**src/rtl/pb_operand_loader_if.sv**
```systemverilog
// Board-side bundle for the operand loader: raw buttons and switches in,
// packed operand slots and the running total out.
interface pb_operand_loader_if;
  logic [4:0]  pb;
  logic [3:0]  y;
  logic        clear;
  logic [19:0] ops;
  logic [4:0]  loaded;
  logic        all_loaded;
  logic [5:0]  sum;
  logic        carry;
  logic        upd;
  logic        busy;

  modport master (
    output pb, y, clear,
    input  ops, loaded, all_loaded, sum, carry, upd, busy
  );

  modport slave (
    input  pb, y, clear,
    output ops, loaded, all_loaded, sum, carry, upd, busy
  );
endinterface

```
**src/rtl/pb_operand_loader.sv**
```systemverilog
// Debounces five pushbuttons and, on each press, loads the switch value into
// the matching operand slot while keeping a running 7-bit total of all slots.
module pb_operand_loader #(
  parameter int DEBOUNCE_CYCLES = 4
) (
  input logic           clk,
  input logic           rst_n,
  pb_operand_loader_if.slave bus
);

  localparam logic [7:0] DB_LIMIT = 8'(DEBOUNCE_CYCLES);

  typedef enum logic [1:0] {IDLE, CAPTURE, ACCUM} state_t;

  state_t      state;
  state_t      state_next;

  logic [4:0]  sync1;
  logic [4:0]  sync2;
  logic [4:0]  deb;
  logic [4:0]  deb_d;
  logic [4:0]  armed;
  logic [1:0]  warm;
  logic [7:0]  cnt [5];

  logic [4:0]  pending;
  logic [4:0]  rise;
  logic [4:0]  done_mask;
  logic [2:0]  lowest;
  logic [2:0]  idx;
  logic [3:0]  old;
  logic [3:0]  slots [5];
  logic [4:0]  loaded;
  logic [6:0]  total;
  logic        upd;

  // A button only counts as pressed once it has been seen released after
  // reset, so a button held through reset does not trigger a capture.
  always_ff @(posedge clk) begin
    if (!rst_n) begin
      sync1 <= '0;
      sync2 <= '0;
      deb   <= '0;
      deb_d <= '0;
      armed <= '0;
      warm  <= '0;
      for (int i = 0; i < 5; i++) cnt[i] <= '0;
    end else begin
      sync1 <= bus.pb;
      sync2 <= sync1;
      deb_d <= deb;
      warm  <= {warm[0], 1'b1};
      for (int i = 0; i < 5; i++) begin
        if (sync2[i] == deb[i]) begin
          cnt[i] <= '0;
        end else if (cnt[i] == DB_LIMIT) begin
          deb[i] <= sync2[i];
          cnt[i] <= '0;
        end else begin
          cnt[i] <= cnt[i] + 8'd1;
        end
        if (warm[1] && !sync2[i] && !deb[i]) armed[i] <= 1'b1;
      end
    end
  end

  assign rise      = deb & ~deb_d & armed;
  assign done_mask = (state == CAPTURE) ? (5'b00001 << idx) : 5'b00000;

  always_comb begin
    lowest = '0;
    for (int i = 4; i >= 0; i--) begin
      if (pending[i]) lowest = 3'(i);
    end
  end

  always_ff @(posedge clk) begin
    if (!rst_n) state <= IDLE;
    else        state <= state_next;
  end

  always_comb begin
    state_next = state;
    case (state)
      IDLE:    if (pending != 5'b00000) state_next = CAPTURE;
      CAPTURE: state_next = ACCUM;
      ACCUM:   state_next = IDLE;
      default: state_next = IDLE;
    endcase
    if (bus.clear) state_next = IDLE;
  end

  // Slot write happens in CAPTURE, so ACCUM reads the freshly written value.
  always_ff @(posedge clk) begin
    if (!rst_n) begin
      pending <= '0;
      idx     <= '0;
      old     <= '0;
      loaded  <= '0;
      total   <= '0;
      upd     <= 1'b0;
      for (int i = 0; i < 5; i++) slots[i] <= '0;
    end else if (bus.clear) begin
      pending <= '0;
      loaded  <= '0;
      total   <= '0;
      upd     <= 1'b0;
      for (int i = 0; i < 5; i++) slots[i] <= '0;
    end else begin
      upd     <= 1'b0;
      pending <= (pending & ~done_mask) | rise;
      case (state)
        IDLE: begin
          if (pending != 5'b00000) idx <= lowest;
        end
        CAPTURE: begin
          old         <= slots[idx];
          slots[idx]  <= bus.y;
          loaded[idx] <= 1'b1;
        end
        ACCUM: begin
          total <= total - {3'b000, old} + {3'b000, slots[idx]};
          upd   <= 1'b1;
        end
        default: ;
      endcase
    end
  end

  assign bus.ops        = {slots[4], slots[3], slots[2], slots[1], slots[0]};
  assign bus.loaded     = loaded;
  assign bus.all_loaded = &loaded;
  assign bus.sum        = total[5:0];
  assign bus.carry      = total[6];
  assign bus.upd        = upd;
  assign bus.busy       = (state != IDLE) || (pending != 5'b00000);

endmodule

```
**src/flat_wrapper.sv**
```systemverilog
// flat-port wrapper written by rule: the top's interface ports become plain ports
module pb_operand_loader_flat 
#(
  parameter int DEBOUNCE_CYCLES = 4
)
  (clk, rst_n, bus_pb, bus_y, bus_clear, bus_ops, bus_loaded, bus_all_loaded, bus_sum, bus_carry, bus_upd, bus_busy);
  pb_operand_loader_if bus_i ();
  input logic clk;
  input logic rst_n;
  input wire logic [$bits(bus_i.pb)-1:0] bus_pb;
  input wire logic [$bits(bus_i.y)-1:0] bus_y;
  input wire logic [$bits(bus_i.clear)-1:0] bus_clear;
  output wire logic [$bits(bus_i.ops)-1:0] bus_ops;
  output wire logic [$bits(bus_i.loaded)-1:0] bus_loaded;
  output wire logic [$bits(bus_i.all_loaded)-1:0] bus_all_loaded;
  output wire logic [$bits(bus_i.sum)-1:0] bus_sum;
  output wire logic [$bits(bus_i.carry)-1:0] bus_carry;
  output wire logic [$bits(bus_i.upd)-1:0] bus_upd;
  output wire logic [$bits(bus_i.busy)-1:0] bus_busy;
  assign bus_i.pb = bus_pb;
  assign bus_i.y = bus_y;
  assign bus_i.clear = bus_clear;
  assign bus_ops = bus_i.ops;
  assign bus_loaded = bus_i.loaded;
  assign bus_all_loaded = bus_i.all_loaded;
  assign bus_sum = bus_i.sum;
  assign bus_carry = bus_i.carry;
  assign bus_upd = bus_i.upd;
  assign bus_busy = bus_i.busy;
  pb_operand_loader #(.DEBOUNCE_CYCLES(DEBOUNCE_CYCLES)) u_core (.clk(clk), .rst_n(rst_n), .bus(bus_i));
endmodule
```
**config.mk**
```make
export PLATFORM = sky130hd
export DESIGN_NAME = pb_operand_loader_flat
export DESIGN_NICKNAME = d
export VERILOG_FILES = /design/src/rtl/pb_operand_loader_if.sv /design/src/rtl/pb_operand_loader.sv /design/src/flat_wrapper.sv
export SDC_FILE = /design/constraint.sdc
export NUM_CORES = 1
export LEC_CHECK = 0
export ABC_AREA = 1
export CAP_MARGIN = 10
export CELL_PAD_IN_SITES_DETAIL_PLACEMENT = 0
export CELL_PAD_IN_SITES_GLOBAL_PLACEMENT = 1
export CORE_MARGIN = 2
export CORE_UTILIZATION = 40
export DETAILED_ROUTE_END_ITERATION = 16
export PLACE_DENSITY_LB_ADDON = 0.1
export SLEW_MARGIN = 10
export SYNTH_ARGS = -nofsm -noshare
export SYNTH_HDL_FRONTEND = slang
export SYNTH_SLANG_ARGS = --single-unit
```
**constraint.sdc**
```tcl
create_clock -name clk -period 2.5 [get_ports clk]
set_clock_uncertainty 0.1 [all_clocks]
set_input_delay 0.75 -clock clk [delete_from_list [all_inputs] [get_ports clk]]
set_output_delay 0.75 -clock clk [all_outputs]
set_load 0.03 [all_outputs]
```
==> results.md <==
* Initial DRC Count at approximately 230
* CTS Buf Count at 17
* Yosys warns at 0
* Core area at 14500 um^2
* I/O pin cnt at 47
* Cell Area, Placed at between 6000 and 7000 um^2
* Post-synthesis cell type count at 35
* Status: complete, but fails checks
* Placed cells at 948
* Synth cell count leaders: nor2_1 (111), inv_1 (104), nand2_1 (99)
* Predominant post-synthesis flop cell: edfxtp_1
* Finish-stage setup viols at 5
* CP arrival at 2900 ps
* Vias/cell at approximately 4.6
* Fill cell count at 1362
* Initial antenna violation count at 0
* Initial Util at between 40% and 50%
* Clk slew on worst S/H paths at 60 ps
* P&R area growth vs syn at 31.0%
* Hold Crit Class: flip-flop to flip-flop
* Vias in the first global route at approximately 4400
* CP cell instances: buf_12, buf_6, nor2_2, nor2_1, o21ai_1, o211ai_1, nand2_1, fa_1, inv_2, ha_4, nand2_1, nor2_1, nand2_1, nand3_1, nand2_1, nand2_1, nand2_1, a21oi_2
* Max_cap viols at 0
* Die area at approximately 16000 um^2
* CP Launch Type: flip-flop
* Required @ worst endpoint at 2750 ps
* Total Nets Final at 824
* Chip Height at approximately 130 um
* Min Clock Period, post-route at 2650 ps
* Root buffer selected by CTS: clkbuf_16
* Clock sinks at roughly 130
* Avg Synthesized Cell Area at about 9 um^2
* Final Cell Area at 7760 um^2
* Die width at 126 um
* Top-count cell post-synth: nor2_1
* Largest net degree at the start of global routing at 17
* Drt pass-1 iters at 4
* Max incr delay on CP at 580 ps
* Worst Hold Slack at between 300 and 400 ps
* Peak VDD IR at around 0.47 mV
* Total number of vias at 4564
* Routability cong. at 0.801
* DRC viols at 0
* Failing checks: negative setup slack
* Post-route ant nets at 0
* Final worst slack at -151 ps
* Post-DP HPWL at 9010 um
* Fin util at a little over half
* Multi-input gate area at around 2400 um^2
* Slew Limit Fails at 0
* Layout cells sized above 1 at 12.8%
* Final setup TNS at -635 ps
* Most area-consuming cells after synthesis: edfxtp_1 (36%), dfxtp_1 (19%), nor2_1 (7.0%)
* Drt total wl at 12200 um
* Max frequency at 377 MHz
* Mapped Cells at 659
* Crit. End Element: flip-flop
* Leakage at 3.36 nW
* Register bit total from synthesis at 129
* Total GRT Usage at 16.3%
* Port bufs at 46
* Wire per inst at between 10 and 15 um
* Grt ovf at 0
* Cell with the largest stage delay on the worst path: fa_1
* RSZ-0062 raised after global routing: true
* Most frequent cell on the critical path: nand2_1
* Synth area leader: edfxtp_1
* Sequential element share of the synthesized area at a little under three fifths
* WS Path Type: flip-flop to flip-flop
* Maximum level of the CTS H-tree at 4
* Cell area after synthesis at 5930 um^2
* Cell area power density at just under 700 nW/um^2
* # hold bufs at CTS at 0
* Power consumption at 5.40 mW
* CTS tree: done
* DP Worst Slack at -159 ps
* First-pass GRT wire length at 20500 um
* Synth top area share at 36.5%
* CTS Buffer Depth at 2
* Worst-Skew Late Latency at 410 ps
* Register area at roughly 3300 um^2
* Crit share post-route at 106%
* Async SR Flop Fraction at 0%
* Non-Filler Instances at 988
* Core Rows at 44
* Worst-path maximum fanout at 7
* EDFF count, synth at 72
* Fin. Hold Viols at 0
* ANT cells at 0
-- per-layer routing --
layer | routed length [um] | global-route usage, %
met5 | 0 | 0
met4 | 144 | 6.73
met3 | 506 | 4.21
met2 | 5820 | 26.7
met1 | 5730 | 20.7
-- flip-flops by register name (all words and copies together), names as in the netlist, 3 cells and up, named ones only --
signal             count
u_core.slots          32
u_core.total           7
u_core.pending         5
u_core.sync1           5
u_core.deb             5
u_core.armed           5
u_core.old             4
u_core.bus.loaded      5
u_core.deb_d           5
u_core.sync2           5
u_core.cnt            40
u_core.idx             3
-- critical path, delay by kind of cell (launching register included) --
kind | cells | cell delay [ps]
flip-flops | 1 | 370
AO/OA/AOI/OAI | 3 | 290
AND/OR/NAND/NOR | 10 | 670
buffers and inverters | 3 | 280
adder cells (fa/ha/maj) | 2 | 870
-- layout make-up --
| type | instances | share of cell area [%] |
|---|---|---|
| inverter | 109 | 5.37 |
| timing repair buffer | 85 | 10.2 |
| clock buffer | 19 | 5.71 |
| tap | 184 | 2.97 |
| multi-input combinational | 449 | 30.4 |
| sequential | 129 | 42.6 |
| clock inverter | 13 | 2.68 |
-- placed cells by master (no fill, tap or decap), types with 3 or more instances in the layout --
master / count
nor2_1: 107
inv_1: 100
nand2_1: 98
edfxtp_1: 72
dfxtp_1: 55
clkdlybuf4s50_1: 44
conb_1: 40
a21oi_1: 36
buf_4: 33
nand3_1: 30
o21ai_0: 28
nor3_1: 20
clkbuf_16: 18
ha_1: 15
nor3b_1: 10
xor2_1: 8
inv_2: 7
o21ai_1: 6
o211ai_1: 6
nand4_1: 5
nor2_2: 5
nand2_2: 5
bufinv_16: 5
xnor2_1: 4
buf_6: 4
o32ai_1: 3
clkinv_1: 3
-- repair_timing --
action,CTS,global route
setup endpoints to repair,7,6
gates resized for setup,13,20
pin swaps,6,14
buffers inserted,5,2
cloned,0,1
-- logic make-up (layout without fill, tap and decap cells) --
logic type	after synthesis	in the layout	synth area share, %
other	1	40	0.0633
AND/OR/NAND/NOR	291	291	21.8
flip-flops	129	129	55.7
buffers and inverters	120	226	7.85
adder cells (fa/ha/maj)	21	21	4.94
AO/OA/AOI/OAI	84	84	7.71
XOR/XNOR	13	13	1.92
-- worst paths after layout --
check	from	endpoint	slack, ps	cells after the start
max	flip-flop	u_core.total[6]	-150	18
min	u_core.sync1[1]	u_core.sync2[1]	310	2
max reg2reg	flip-flop	u_core.total[6]	-150	18
min reg2reg	u_core.sync1[1]	u_core.sync2[1]	310	2
-- power by group --
part,leakage (nW),switching [mW],internal [mW],total [mW]
Combinational,1.85,0.190,0.141,0.331
Clock,0.309,0.924,1.80,2.72
Sequential,1.21,0.0463,2.30,2.34
No activity file was read; power rests on OpenSTA's default activity.
